### src/rtl/vga_pkg.sv
// Shared VGA-path definitions: default colour field widths, palette entry width,
// reset-table colour constants and cell codes.
package vga_pkg;

   localparam int DEF_RED_W = 3;
   localparam int DEF_GRN_W = 3;
   localparam int DEF_BLU_W = 2;
   localparam int COLOUR_W  = DEF_RED_W + DEF_GRN_W + DEF_BLU_W;
   localparam int ENTRY_W   = COLOUR_W + 1;  // blink bit on top

   localparam logic [COLOUR_W-1:0] BLACK       = 8'b000_000_00;
   localparam logic [COLOUR_W-1:0] RED         = 8'b111_000_00;
   localparam logic [COLOUR_W-1:0] PURPLE_BLUE = 8'b001_000_11;
   localparam logic [COLOUR_W-1:0] YELLOW      = 8'b111_111_00;
   localparam logic [COLOUR_W-1:0] GREEN       = 8'b000_111_00;

   localparam int EMPTY = 0;
   localparam int FOOD  = 1;
   localparam int WALL  = 2;
   localparam int HEAD  = 3;
   localparam int BODY  = 4;

endpackage

### src/rtl/palette_mapper_blink_timer.sv
// Blink phase generator: toggles phase every BLINK_FRAMES frame_tick pulses.
// Phase changes on the edge that takes the last tick of a half-period; never stalls.
module blink_timer #(
   parameter int BLINK_FRAMES = 30
) (
   input  logic clk,
   input  logic rst_n,
   input  logic frame_tick,
   output logic phase
);

   localparam int CNT_W = (BLINK_FRAMES > 1) ? $clog2(BLINK_FRAMES) : 1;

   logic [CNT_W-1:0] cnt;

   always_ff @(posedge clk or negedge rst_n) begin
      if (!rst_n) begin
         cnt   <= '0;
         phase <= 1'b0;
      end else if (frame_tick) begin
         if (cnt == CNT_W'(BLINK_FRAMES - 1)) begin
            cnt   <= '0;
            phase <= ~phase;
         end else begin
            cnt <= cnt + 1'b1;
         end
      end
   end

endmodule

### src/rtl/palette_mapper.sv
// Cell code to RGB through a writable blinking palette; 2-clock fixed latency,
// no backpressure (writes and pixels are accepted every clock).
module palette_mapper
   import vga_pkg::*;
#(
   parameter int CODE_W       = 3,
   parameter int NUM_ENTRIES  = 8,
   parameter int RED_W        = DEF_RED_W,
   parameter int GRN_W        = DEF_GRN_W,
   parameter int BLU_W        = DEF_BLU_W,
   parameter int BLINK_FRAMES = 30
) (
   input  logic                             clk,
   input  logic                             rst_n,
   input  logic                             pix_valid,
   input  logic [CODE_W-1:0]                code,
   input  logic                             frame_tick,
   input  logic                             wr_en,
   input  logic [CODE_W-1:0]                wr_addr,
   input  logic [RED_W+GRN_W+BLU_W:0]       wr_data,
   output logic [RED_W-1:0]                 red,
   output logic [GRN_W-1:0]                 green,
   output logic [BLU_W-1:0]                 blue,
   output logic                             out_valid
);

   localparam int PAL_W = RED_W + GRN_W + BLU_W + 1;

   // Default colours are defined at 3/3/2; other widths keep the low bits of each field.
   function automatic logic [PAL_W-1:0] reset_entry(input int idx);
      logic [COLOUR_W-1:0] c;
      case (idx)
         EMPTY:   c = BLACK;
         FOOD:    c = RED;
         WALL:    c = PURPLE_BLUE;
         HEAD:    c = YELLOW;
         BODY:    c = GREEN;
         default: c = BLACK;
      endcase
      return {1'b0,
              RED_W'(c[COLOUR_W-1 -: DEF_RED_W]),
              GRN_W'(c[DEF_GRN_W+DEF_BLU_W-1 -: DEF_GRN_W]),
              BLU_W'(c[DEF_BLU_W-1:0])};
   endfunction

   logic [PAL_W-1:0]  pal [NUM_ENTRIES];
   logic [CODE_W-1:0] s1_code;
   logic              s1_vld;
   logic              phase;
   logic [PAL_W-1:0]  entry;
   logic              blank;

   blink_timer #(.BLINK_FRAMES(BLINK_FRAMES)) u_blink (
      .clk        (clk),
      .rst_n      (rst_n),
      .frame_tick (frame_tick),
      .phase      (phase)
   );

   always_ff @(posedge clk or negedge rst_n) begin
      if (!rst_n) begin
         for (int i = 0; i < NUM_ENTRIES; i++) pal[i] <= reset_entry(i);
      end else if (wr_en && (int'(wr_addr) < NUM_ENTRIES)) begin
         pal[wr_addr] <= wr_data;
      end
   end

   // Out-of-range codes read as an all-zero entry instead of indexing the table.
   always_comb begin
      entry = '0;
      if (int'(s1_code) < NUM_ENTRIES) entry = pal[s1_code];
      blank = !s1_vld || (entry[PAL_W-1] && phase);
   end

   always_ff @(posedge clk or negedge rst_n) begin
      if (!rst_n) begin
         s1_code   <= '0;
         s1_vld    <= 1'b0;
         red       <= '0;
         green     <= '0;
         blue      <= '0;
         out_valid <= 1'b0;
      end else begin
         s1_code   <= code;
         s1_vld    <= pix_valid;
         out_valid <= s1_vld;
         if (blank) begin
            red   <= '0;
            green <= '0;
            blue  <= '0;
         end else begin
            {red, green, blue} <= entry[PAL_W-2:0];
         end
      end
   end

endmodule

### config.mk
export PLATFORM = sky130hd
export DESIGN_NAME = palette_mapper
export DESIGN_NICKNAME = d
export VERILOG_FILES = /design/src/rtl/vga_pkg.sv /design/src/rtl/palette_mapper_blink_timer.sv /design/src/rtl/palette_mapper.sv
export SDC_FILE = /design/constraint.sdc
export NUM_CORES = 1
export LEC_CHECK = 0
export CAP_MARGIN = 20
export CORE_AREA = 2 2 94 96
export DETAILED_ROUTE_END_ITERATION = 6
export DIE_AREA = 0 0 96 98
export GPL_TIMING_DRIVEN = 0
export PLACE_DENSITY = 0.71
export SYNTH_ARGS = -nofsm -noshare
export SYNTH_HDL_FRONTEND = slang
export SYNTH_HIERARCHICAL = 1
export SYNTH_SLANG_ARGS = --single-unit
### constraint.sdc
create_clock -name clk -period 1.6 [get_ports clk]
set_input_delay 0.4 -clock clk [delete_from_list [all_inputs] [get_ports clk]]
set_output_delay 0.4 -clock clk [all_outputs]
set_load 0.01 [all_outputs]
Word-level counts from Yosys, hierarchy flattened
Index checks and enable logic that the tools add are counted. Widths: inputs -> output; s select.

Output and inout bits: 9. Word-level logic and storage cells: 39. Input bits: 20. Bits in registers: 91.

Add/subtract/negate cells: 1. Equal/unequal tests: 1. $lt $le $gt $ge: 3. Bitwise operators: 3. Reduce and logical (&&, ||, !) cells: 5. Muxes and demuxes: 10.

Operator list (number): $bwmux 72 (1); $bmux 9 s3 (1); $demux 9 s3 (1); $mux 9 (3); $ge 4x4->1 const B (2); $not 3->4 (2); $mux 3 (2); $add 5x1->5 const B (1); $eq 5x5->1 const B (1); $mux 5 (1); $lt 4x1->1 const B (1); $logic_and 1x1->1 (2); $mux 2 (1); $reduce_and 2->1 (1); $logic_not 1->1 (1); $logic_or 1x1->1 (1); $not 1->1 (1).

Logic depth before layout (Yosys ltp)
Gate-level depths: netlist of the first run.

Depth after elaboration: 7. Gate-level depth with buffers: 6. Gate-level depth less buffers: 5.

Modules after synthesis
Netlist of the first run, hierarchy kept.

By module, submodules not included: palette_mapper (instances 1, cells an instance 256, seq. area each 2145.8 µm², area each 3753.6 µm²); blink_timer (instances 1, cells an instance 30, seq. area each 150.1 µm², area each 317.8 µm²).

Least setup slack after synthesis of the first run
Ideal clock, no wire load.

Path type: in2reg. From: in wr_addr[0]. To: reg pal[47] (netlist bit). Required time: 1.475 ns. Buffers on the path: 2. Path slack: 0.078 ns. Stages on the path: 5. Arrival: 1.397 ns. Setup time: 0.125 ns. Path through: buf_2 nand2b_4 nor3b_1 buf_2 mux2_2.

Word-level cells in the longest chain between the ends: 6. Elaborated cells between the ends (all ways): 7. Classes of those cells: order compare: 2; mux: 3; bitwise: 1; reduce/logical: 1.

RTL lines: start: declaration (RTL line palette_mapper.sv:19) `input logic [CODE_W-1:0] wr_addr,`; $not 3->4 (implied by the code) (*) (RTL line palette_mapper.sv:64) `pal[wr_addr] <= wr_data;`; $ge 4x4->1 (implied by the code) / $lt 4x1->1 (equally long branches) (RTL line palette_mapper.sv:64); $logic_and 1x1->1 (implied by the code) (RTL line palette_mapper.sv:64); $mux 9 (implied by the code) (RTL line palette_mapper.sv:64); $demux 9 s3 (*) (RTL line palette_mapper.sv:64); $bwmux 72 (*) (RTL line palette_mapper.sv:64); end signal: indexed assignment (RTL line palette_mapper.sv:64); end: declaration (RTL line palette_mapper.sv:46) `logic [PAL_W-1:0] pal [NUM_ENTRIES];`.

Mark *: on every way between the ends. The rest lies on a longest branch, timed or not. A chain may end at the register's enable or synchronous reset.

Worst setup path in the final report of the first run
From: reg s1_code[2]. To: reg green[0].

Word-level cells in the longest chain between the ends: 7.

RTL lines: start: declaration (RTL line palette_mapper.sv:47) `logic [CODE_W-1:0] s1_code;`; start signal: assignment (RTL line palette_mapper.sv:84) `s1_code <= code;`; $not 3->4 (implied by the code) (*) (RTL line palette_mapper.sv:71) `if (int'(s1_code) < NUM_ENTRIES) entry = pal[s1_code];`; $bmux 9 s3 (*) (RTL line palette_mapper.sv:71); $mux 9 (implied by the code) (*) (2 in series) (RTL line palette_mapper.sv:71); $logic_and 1x1->1 (RTL line palette_mapper.sv:72) `blank = !s1_vld || (entry[PAL_W-1] && phase);`; $logic_or 1x1->1 (RTL line palette_mapper.sv:72); $mux 3 (*) (RTL line palette_mapper.sv:87) `if (blank) begin`; end signal: assignment (RTL line palette_mapper.sv:92) `{red, green, blue} <= entry[PAL_W-2:0];`; end: declaration (RTL line palette_mapper.sv:22) `output logic [GRN_W-1:0] green,`.

Mark *: on every way between the ends. The rest lies on a longest branch, timed or not. The select of a mux whose other input is x is not followed.

==> results of run 1 <==
## per-layer routing
| metal | wire, microns | up-vias | share of wire, % | global-route usage (%) |
|---|---|---|---|---|
| li1 | - | 1106 | - | - |
| met3 | 241 | 15 | 3.1 | 3.78 |
| met4 | 157 | 0 | 2.0 | 7.14 |
| met1 | 3640 | 1193 | 47 | 25.7 |
| met5 | 0 | - | 0 | 0 |
| met2 | 3700 | 40 | 48 | 29.2 |
## area by class of cell
type	count	area (sq um)
well taps	108	135
repair buffers	24	244
inverters	2	7.51
clock inverters	2	12.5
plain buffers	13	78.8
flip-flops and latches	91	2300
fillers	721	3830
multi-input cells	179	1710
clock buffers	14	153
## power by group
| part | switching (uW) | leakage (uW) | internal, uW |
|---|---|---|---|
| logic | 488 | 0.000899 | 637 |
| registers | 273 | 0.00108 | 2860 |
| clock network | 756 | 0.0000807 | 608 |
## stage by stage
stage / worst slack [ns] / cell area (sq um) / total power, uW / hold slack, ns / instances
3_5_place_dp: -0.178 / 4460 / 4330 / 0.390 / 418
4_1_cts: -0.00270 / 4620 / 5660 / 0.00387 / 434
2_1_floorplan: 0.0783 / 4070 / 3930 / 0.104 / 286
3_3_place_gp: -3.09 / 4440 / 4260 / 0.406 / 417
6_report: 0.0515 / 4630 / 5630 / -0.00615 / 433
5_1_grt: -0.0152 / 4630 / 5990 / 0.0161 / 433
## cell families after synthesis
family / Yosys count / share of synthesized area, %
adder cells (fa/ha/maj): 2 / 0.615
multiplexers: 108 / 29.1
buffers and inverters: 16 / 2.15
XOR/XNOR: 1 / 0.215
AO/OA/AOI/OAI: 26 / 4.67
AND/OR/NAND/NOR: 42 / 6.82
flip-flops: 91 / 56.4
## state kept, by name, indices dropped and copies added, names as in the netlist
name,cells
pal,72
u_blink/cnt,5
green,3
red,3
s1_code,3
blue,2
out_valid,1
s1_vld,1
u_blink/phase,1
## cells in the final DEF, fill, tap and decap left out, types with 2 or more instances in the layout
cell type and instances:
nand2b_1 2, mux2i_1 33, dfstp_2 15, mux2_2 74, ha_1 2, buf_2 6
clkdlybuf4s50_1 13, dlygate4sd2_1 9, clkbuf_8 10, clkbuf_1 6, nor3_4 2, o21ai_0 3
inv_1 2, nor3b_1 2, a22oi_1 16, nand4b_2 3, buf_4 4, nand2_1 14
dfrtp_1 75, nor2_1 8
## critical path, stage by stage, from the launching register on
cell	delay [ns]
dfrtp_1	0.47
nor2_1	0.63
a22oi_1	0.18
nand2_1	0.11
nor2_1	0.04
## what timing repair did
action,CTS,global route
pin swaps,0,2
endpoints found under the setup margin,15,8
hold buffers,0,0
gates resized for setup,11,3
## worst paths after layout
check                            from              to  slack (ns)  depth (start not counted)
max                        s1_code[2]        green[0]        0.05                          4
min                             rst_n         pal[54]      -0.006                          1
max reg2reg                s1_code[2]        green[0]        0.05                          4
min reg2reg                    s1_vld       out_valid        0.44                          0
max in group asynchronous       rst_n         pal[41]        0.92                          2
min in group clk           frame_tick  u_blink/cnt[0]        0.26                          2
==> flow_summary.ini, run 1 <==
[global_routing]
grt_usage_pct = 18.7
gr-total-overflow = 0
grt_pass1_wl_microns = 13100
grt_pass1_vias = 2550
antenna_found_initial = 0
grt_max_degree = 57

[detailed_routing]
viasPerCell = 5.44
ant_nets = 0
first_pass_iters = 4
vias = 2354
drtIter0Drc = 110
drc = 0
wl_microns = 7740
wl_per_cell_microns = 17.9

[floorplanning]
fp.coreArea_sq_um = 8470
ioPinCount = 29
rows = 34
start_util_pct = 48.1
dieArea_sq_um = 9410
die_h_microns = 98
die_x_microns = 96

[logic_synthesis]
synth.most_common_cell = dfrtp_1
synth-edff-count = 0
yosysTopAreaCell = dfrtp_1
netlist_area_sq_um = 4070
synthArstFlopShare_pct = 100
yosys.area.top_type_share_pct = 46.7
synth.avg_cell_area_sq_um = 14.2
synth_nets = 308
dominantRegCellSynth = dfrtp_1
yosys_warnings = 6
syn_inst = 286
synth.distinct_cells = 37
synth_top_cells_by_count = dfrtp_1, mux2_2, mux2i_1
ys_ff_latch = 91
synth_area_leaders = dfrtp_1, mux2_2, dfstp_2
ys_seq_area_share_pct = 56.4

[timing]
maxSlewViolCount = 0
grt_setup_unrepaired = yes
timing.hold.ws_ns = -0.00615
max_slew_margin_pct = 48.1
tightest_slew_ns = 0.775
hold_viol = 5
setup_tns_ns = 0
period_minus_slack_ns = 1.55
finalClockSkew_ns = 0.00681
post-route-period-util_pct = 96.8
finalSetupViolations = 0
max_freq_ghz = 0.646

[cells_and_area]
syn_to_final_growth_pct = 13.8
drive_gt1_share_pct = 39.4
antennaDiodeCount = 0
nets = 342
final_util_pct = 54.7

[power]
leakagePower_uw = 0.00206
p_per_area_nw_per_um2 = 1210
ir_worst_vdd_uv = 540

[clock_tree]
cts_inserted_buffers = 9
ctsHtreeMaxLevel = 3
cts_tree = done
ctsLongestPathBuffers = 2
clkTransAtPathRegs_ns = 0.08
post_cts_buffers = 0
clock_sinks = 91
cts-root-buf = clkbuf_8
insertion_delay_ns = 0.35

[setup_path]
critPathArrivalTime_ns = 1.78
cp_max_fo = 8
cp.required_ns = 1.83
end_kind = flop
critPathKind = flop to flop
cp-start-kind = flop

[placed_design]
portBuffers = 23
hpwlAfterDp_microns = 4920
gp_congestion = 0.719

[outcome]
failed_checks = negative hold slack
status = complete, but fails checks

[job]
maxCapViolCount = 0

[hold_path]
hp-class = input port to async pin
No activity file was read; power rests on OpenSTA's default activity.
==> inputs of run 2 (changes only) <==
--- a/config.mk
+++ b/config.mk
@@ -7,6 +7,7 @@
 export LEC_CHECK = 0
 export CAP_MARGIN = 20
 export CORE_AREA = 2 2 94 96
+export CTS_BUF_LIST = sky130_fd_sc_hd__clkbuf_8
 export DETAILED_ROUTE_END_ITERATION = 6
 export DIE_AREA = 0 0 96 98
 export GPL_TIMING_DRIVEN = 0
==> run 2 against run 1 <==
  * The flow still finishes with violations (negative hold slack)
  * Final area unchanged
  * Flip-flop and latch count unchanged
  * Clock skew grew 0.0010 ns
  * Power down 0.47%
  * Hold slack better by 0.0042 ns
  * Critical path depth did not move
  * Count of clock-buffer cells in the layout decreased by 4
  * Sequential power is essentially flat
  * Via count barely moved
  * Register-to-register slack barely moved
  * Sequential share of layout area unchanged
  * Largest cell class unchanged
==> flow_summary.ini, run 2 (same netlist as run 1, synthesis figures left out) <==
[outcome]
status = complete, but fails checks
failed_checks = negative hold slack

[cells_and_area]
nets = 342
layout_common_cells = dfrtp_1, mux2_2, mux2i_1, a22oi_1, dfstp_2
top_register = pal
num-fill-cells = 721
antennaDiodeCount = 0
drive_gt1_share_pct = 39.4
largest_reg_flops = 72
syn_to_final_growth_pct = 13.8
design_area_sq_um = 4630
final_util_pct = 54.7
top_regs = pal (72), u_blink/cnt (5)
final_common_cell = dfrtp_1

[timing]
maxSlewViolCount = 0
post-route-period-util_pct = 96.4
timing.hold.ws_ns = -0.00194
max_slew_margin_pct = 52.6
period_minus_slack_ns = 1.54
tightest_slew_ns = 0.708
finalSetupViolations = 0
finalClockSkew_ns = 0.00781
hold_viol = 3
grt_setup_unrepaired = yes
max_freq_ghz = 0.648

[setup_path]
critPathArrivalTime_ns = 1.82
cp_max_fo = 8
end_kind = flop
cp.required_ns = 1.88
ff2ff_path_depth = 4
cp-start-kind = flop
critPathKind = flop to flop

[clock_tree]
clkTransAtPathRegs_ns = 0.09
ctsLongestPathBuffers = 2
cts_hold_buf = 0
cts-root-buf = clkbuf_8
ctsHtreeMaxLevel = 3
cts_inserted_buffers = 9
clock_sinks = 91
post_cts_buffers = 0
insertion_delay_ns = 0.35
cts_tree = done

[detailed_routing]
ant_nets = 0
viasPerCell = 5.43
drc = 0
drtIter0Drc = 112
first_pass_iters = 4
wl_per_cell_microns = 17.9
vias = 2352
wl_microns = 7740

[global_routing]
grt_pass1_vias = 2550
grt_pass1_wl_microns = 13100
antenna_found_initial = 0
gr-total-overflow = 0
grt_max_degree = 57
grt_usage_pct = 18.7

[power]
p_per_area_nw_per_um2 = 1210
ir_worst_vdd_uv = 536
finalPower_uw = 5600
leakagePower_uw = 0.00207

[floorplanning]
ioPinCount = 29
die_h_microns = 98
fp.coreArea_sq_um = 8470
rows = 34
start_util_pct = 48.1
die_x_microns = 96
dieArea_sq_um = 9410

[placed_design]
portBuffers = 23
gp_congestion = 0.719
hpwlAfterDp_microns = 4920
place_area_sq_um = 4460

[job]
maxCapViolCount = 0

[hold_path]
hp-class = input port to async pin
[run 2: final cells by class]
cell class / instances / area, sq um / share of cell area (%)
Inverter: 2 / 7.51 / 0.162
Clock buffer: 10 / 138 / 2.97
Multi-Input combinational cell: 179 / 1710 / 36.8
Buffer: 13 / 78.8 / 1.70
Sequential cell: 91 / 2300 / 49.6
Clock inverter: 6 / 27.5 / 0.594
Timing Repair Buffer: 24 / 244 / 5.27
Tap cell: 108 / 135 / 2.92
[run 2: final timing paths]
path | slack (ns) | to | from
max in group asynchronous | 0.92 | pal[41] | rst_n
min | -0.002 | pal[54] | rst_n
max reg2reg | 0.06 | red[0] | s1_code[0]
min reg2reg | 0.44 | out_valid | s1_vld
max | 0.06 | red[0] | s1_code[0]
min in group clk | 0.26 | u_blink/cnt[0] | frame_tick
[run 2: report_power, final]
group	internal [uW]	total, uW	leakage (uW)	switching [uW]
clock network	583	1340	0.0000973	756
logic	637	1120	0.000899	488
registers	2860	3130	0.00108	273
total	4080	5600	0.00207	1520
[run 2: routing by layer]
layer  global-route usage (%)  wire [microns]
met1                     25.7            3600
met2                     29.2            3750
met3                     3.78             249
met4                     7.14             136
met5                        0               0
[run 2: metrics by stage]
step           instances  hold slack (ns)  setup WS, ns  TNS [ns]
6_report             433         -0.00194        0.0576         0
5_1_grt              433           0.0161       -0.0149   -0.0422
4_1_cts              434          0.00387      -0.00222  -0.00222
3_5_place_dp         418            0.390        -0.178     -3.77
3_3_place_gp         417            0.406         -3.09   -268.42
2_1_floorplan        286            0.104        0.0783         0
[run 2: critical path, stage by stage (launching register included)]
cell and delay, ns:
dfrtp_2 0.44, mux4_2 0.55, o22ai_4 0.19, o21ai_4 0.15, nor2_1 0.15
[run 2: what timing repair did]
action | in CTS | in global routing
gates resized for setup | 11 | 3
pin swaps | 0 | 2
setup endpoints to repair | 15 | 8
==> inputs of run 3 (changes only) <==
--- a/config.mk
+++ b/config.mk
@@ -5,12 +5,14 @@
 export SDC_FILE = /design/constraint.sdc
 export NUM_CORES = 1
 export LEC_CHECK = 0
+export ABC_AREA = 0
 export CAP_MARGIN = 20
 export CORE_AREA = 2 2 94 96
 export CTS_BUF_LIST = sky130_fd_sc_hd__clkbuf_8
 export DETAILED_ROUTE_END_ITERATION = 6
 export DIE_AREA = 0 0 96 98
 export GPL_TIMING_DRIVEN = 0
+export HOLD_SLACK_MARGIN = 0.15
 export PLACE_DENSITY = 0.71
 export SYNTH_ARGS = -nofsm -noshare
 export SYNTH_HDL_FRONTEND = slang
==> constraint.sdc (replaced) <==
create_clock -name clk -period 1.6 [get_ports clk]
set_input_delay 0.32 -clock clk [delete_from_list [all_inputs] [get_ports clk]]
set_output_delay 0.32 -clock clk [all_outputs]
set_load 0.01 [all_outputs]
==> run 3 against run 2 <==
  * The run now ends clean
  * Clock skew barely moved
  * Sequential share of layout area fell by 0.23 points
  * Power increased by 0.64%
  * Flip-flop and latch count stayed put
  * Combinational power grew 4%
  * Non-clock buffer count increased by 1
  * Final cell count rose by 0.23%
  * Routed wire length grew 0.23%
  * Sequential power is essentially flat
==> flow_summary.ini, run 3 (same netlist as run 1, synthesis figures left out) <==
[detailed_routing]
wl_per_cell_microns = 17.9
vias = 2355
first_pass_iters = 4
ant_nets = 0
viasPerCell = 5.43
drtIter0Drc = 102
drc = 0
wl_microns = 7760

[placed_design]
portBuffers = 23
gp_congestion = 0.719
hpwlAfterDp_microns = 4920
place_area_sq_um = 4460
dp_cells = 418
preCtsSetupSlack_ns = -0.0975

[setup_path]
cp-start-kind = flop
critPathKind = flop to flop
cp_max_fo = 8
critPathArrivalTime_ns = 1.78
slowest_stage = nor2_1
rr_startpoint = s1_code[2]
cp.required_ns = 1.82
end_kind = flop
crit_chain = nor2_1 > a22oi_1 > nand2_1 > nor2_2
cp-startpoint = s1_code[2]
cp_slowest_stage_delay_ns = 0.63

[cells_and_area]
design_area_sq_um = 4650
largest_reg_flops = 72
top_register = pal
stdcell_count = 434
layout_common_cells = dfrtp_1, mux2_2, mux2i_1, clkdlybuf4s50_1, a22oi_1
syn_to_final_growth_pct = 14.3
final_common_cell = dfrtp_1
nets = 343
top_regs = pal (72), u_blink/cnt (5)
final_util_pct = 55.0
antennaDiodeCount = 0
drive_gt1_share_pct = 39.3

[floorplanning]
dieArea_sq_um = 9410
rows = 34
die_h_microns = 98
ioPinCount = 29
start_util_pct = 48.1
die_x_microns = 96
fp.coreArea_sq_um = 8470

[global_routing]
grt_pass1_wl_microns = 13100
grt_max_degree = 57
grt_usage_pct = 18.8
gr-total-overflow = 0
antenna_found_initial = 0
grt_pass1_vias = 2564

[power]
leakagePower_uw = 0.00205
ir_worst_vdd_uv = 536
p_per_area_nw_per_um2 = 1210

[timing]
max_freq_ghz = 0.644
grt_setup_unrepaired = yes
max_slew_margin_pct = 47.5
finalClockSkew_ns = 0.00753
worst_slack_ns = 0.0474
period_minus_slack_ns = 1.55
tightest_slew_ns = 0.784
finalSetupViolations = 0
post-route-period-util_pct = 97.0
hold_viol = 0
maxSlewViolCount = 0

[clock_tree]
ctsLongestPathBuffers = 2
cts_inserted_buffers = 9
cts-root-buf = clkbuf_8
post_cts_buffers = 0
insertion_delay_ns = 0.35
clock_sinks = 91
cts_tree = done
ctsHtreeMaxLevel = 3
clkTransAtPathRegs_ns = 0.09

[hold_path]
hold_path.startpoint = frame_tick
hp-class = input port to flop

[outcome]
status = finished clean

[job]
maxCapViolCount = 0
run 3: cell count changes in the layout (fill, tap and decap cells not counted), sizes merged:
| cell | before | now |
|---|---|---|
| dlygate4sd2 | 9 | 0 |
| clkdlybuf4s50 | 13 | 22 |
| dlygate4sd3 | 0 | 1 |
run 3: layer usage:
metal	part of all wire (%)	GRT usage, %
met1	47	25.6
met2	48	29.5
met3	3.0	3.78
met4	1.7	7.14
met5	0	0
run 3: critical path: cells and delay by family, from the launching register on:
kind	cells	cell delay (ns)
simple gates	3	0.80
flops	1	0.47
compound gates	1	0.15
run 3: final timing paths:
path / slack [ns] / cells past startpoint / endpoint
worst min-delay path: 0.18 / 2 / u_blink/cnt[0]
worst max register to register: 0.05 / 4 / red[2]
min in group asynchronous: 0.46 / 2 / pal[54]
max in group asynchronous: 0.46 / 3 / pal[41]
worst max-delay path: 0.05 / 4 / red[2]
worst min register to register: 0.44 / 0 / out_valid
run 3: where the power goes:
group / total [uW] / internal (uW) / switching (uW)
clock: 1340 / 583 / 756
sequential: 3140 / 2860 / 277
combinational: 1160 / 668 / 488
total: 5630 / 4110 / 1520
run 3: area by class of cell:
class,instances,area [sq um]
Clock inverter,6,27.5
Multi-Input combinational cell,179,1710
Buffer,13,78.8
Clock buffer,10,138
Tap cell,108,135
Timing Repair Buffer,25,265
Fill cell,719,3810
Sequential cell,91,2300
Inverter,2,7.51
run 3: stage by stage:
| step | hold slack (ns) | setup TNS (ns) | power [uW] |
|---|---|---|---|
| after floorplan | 0.0244 | 0 | 3930 |
| after global placement | 0.406 | -258.64 | 4260 |
| after detailed placement | 0.310 | -0.803 | 4330 |
| after CTS | 0.163 | 0 | 5680 |
| after global routing | 0.175 | -0.0247 | 6000 |
| final | 0.178 | 0 | 5630 |
run 3: repair_timing:
item,CTS,global route
hold buffers,1,0
endpoints found under the setup margin,6,8
pin swaps,0,1
endpoints found under the hold margin,30,0
gates resized for setup,3,2
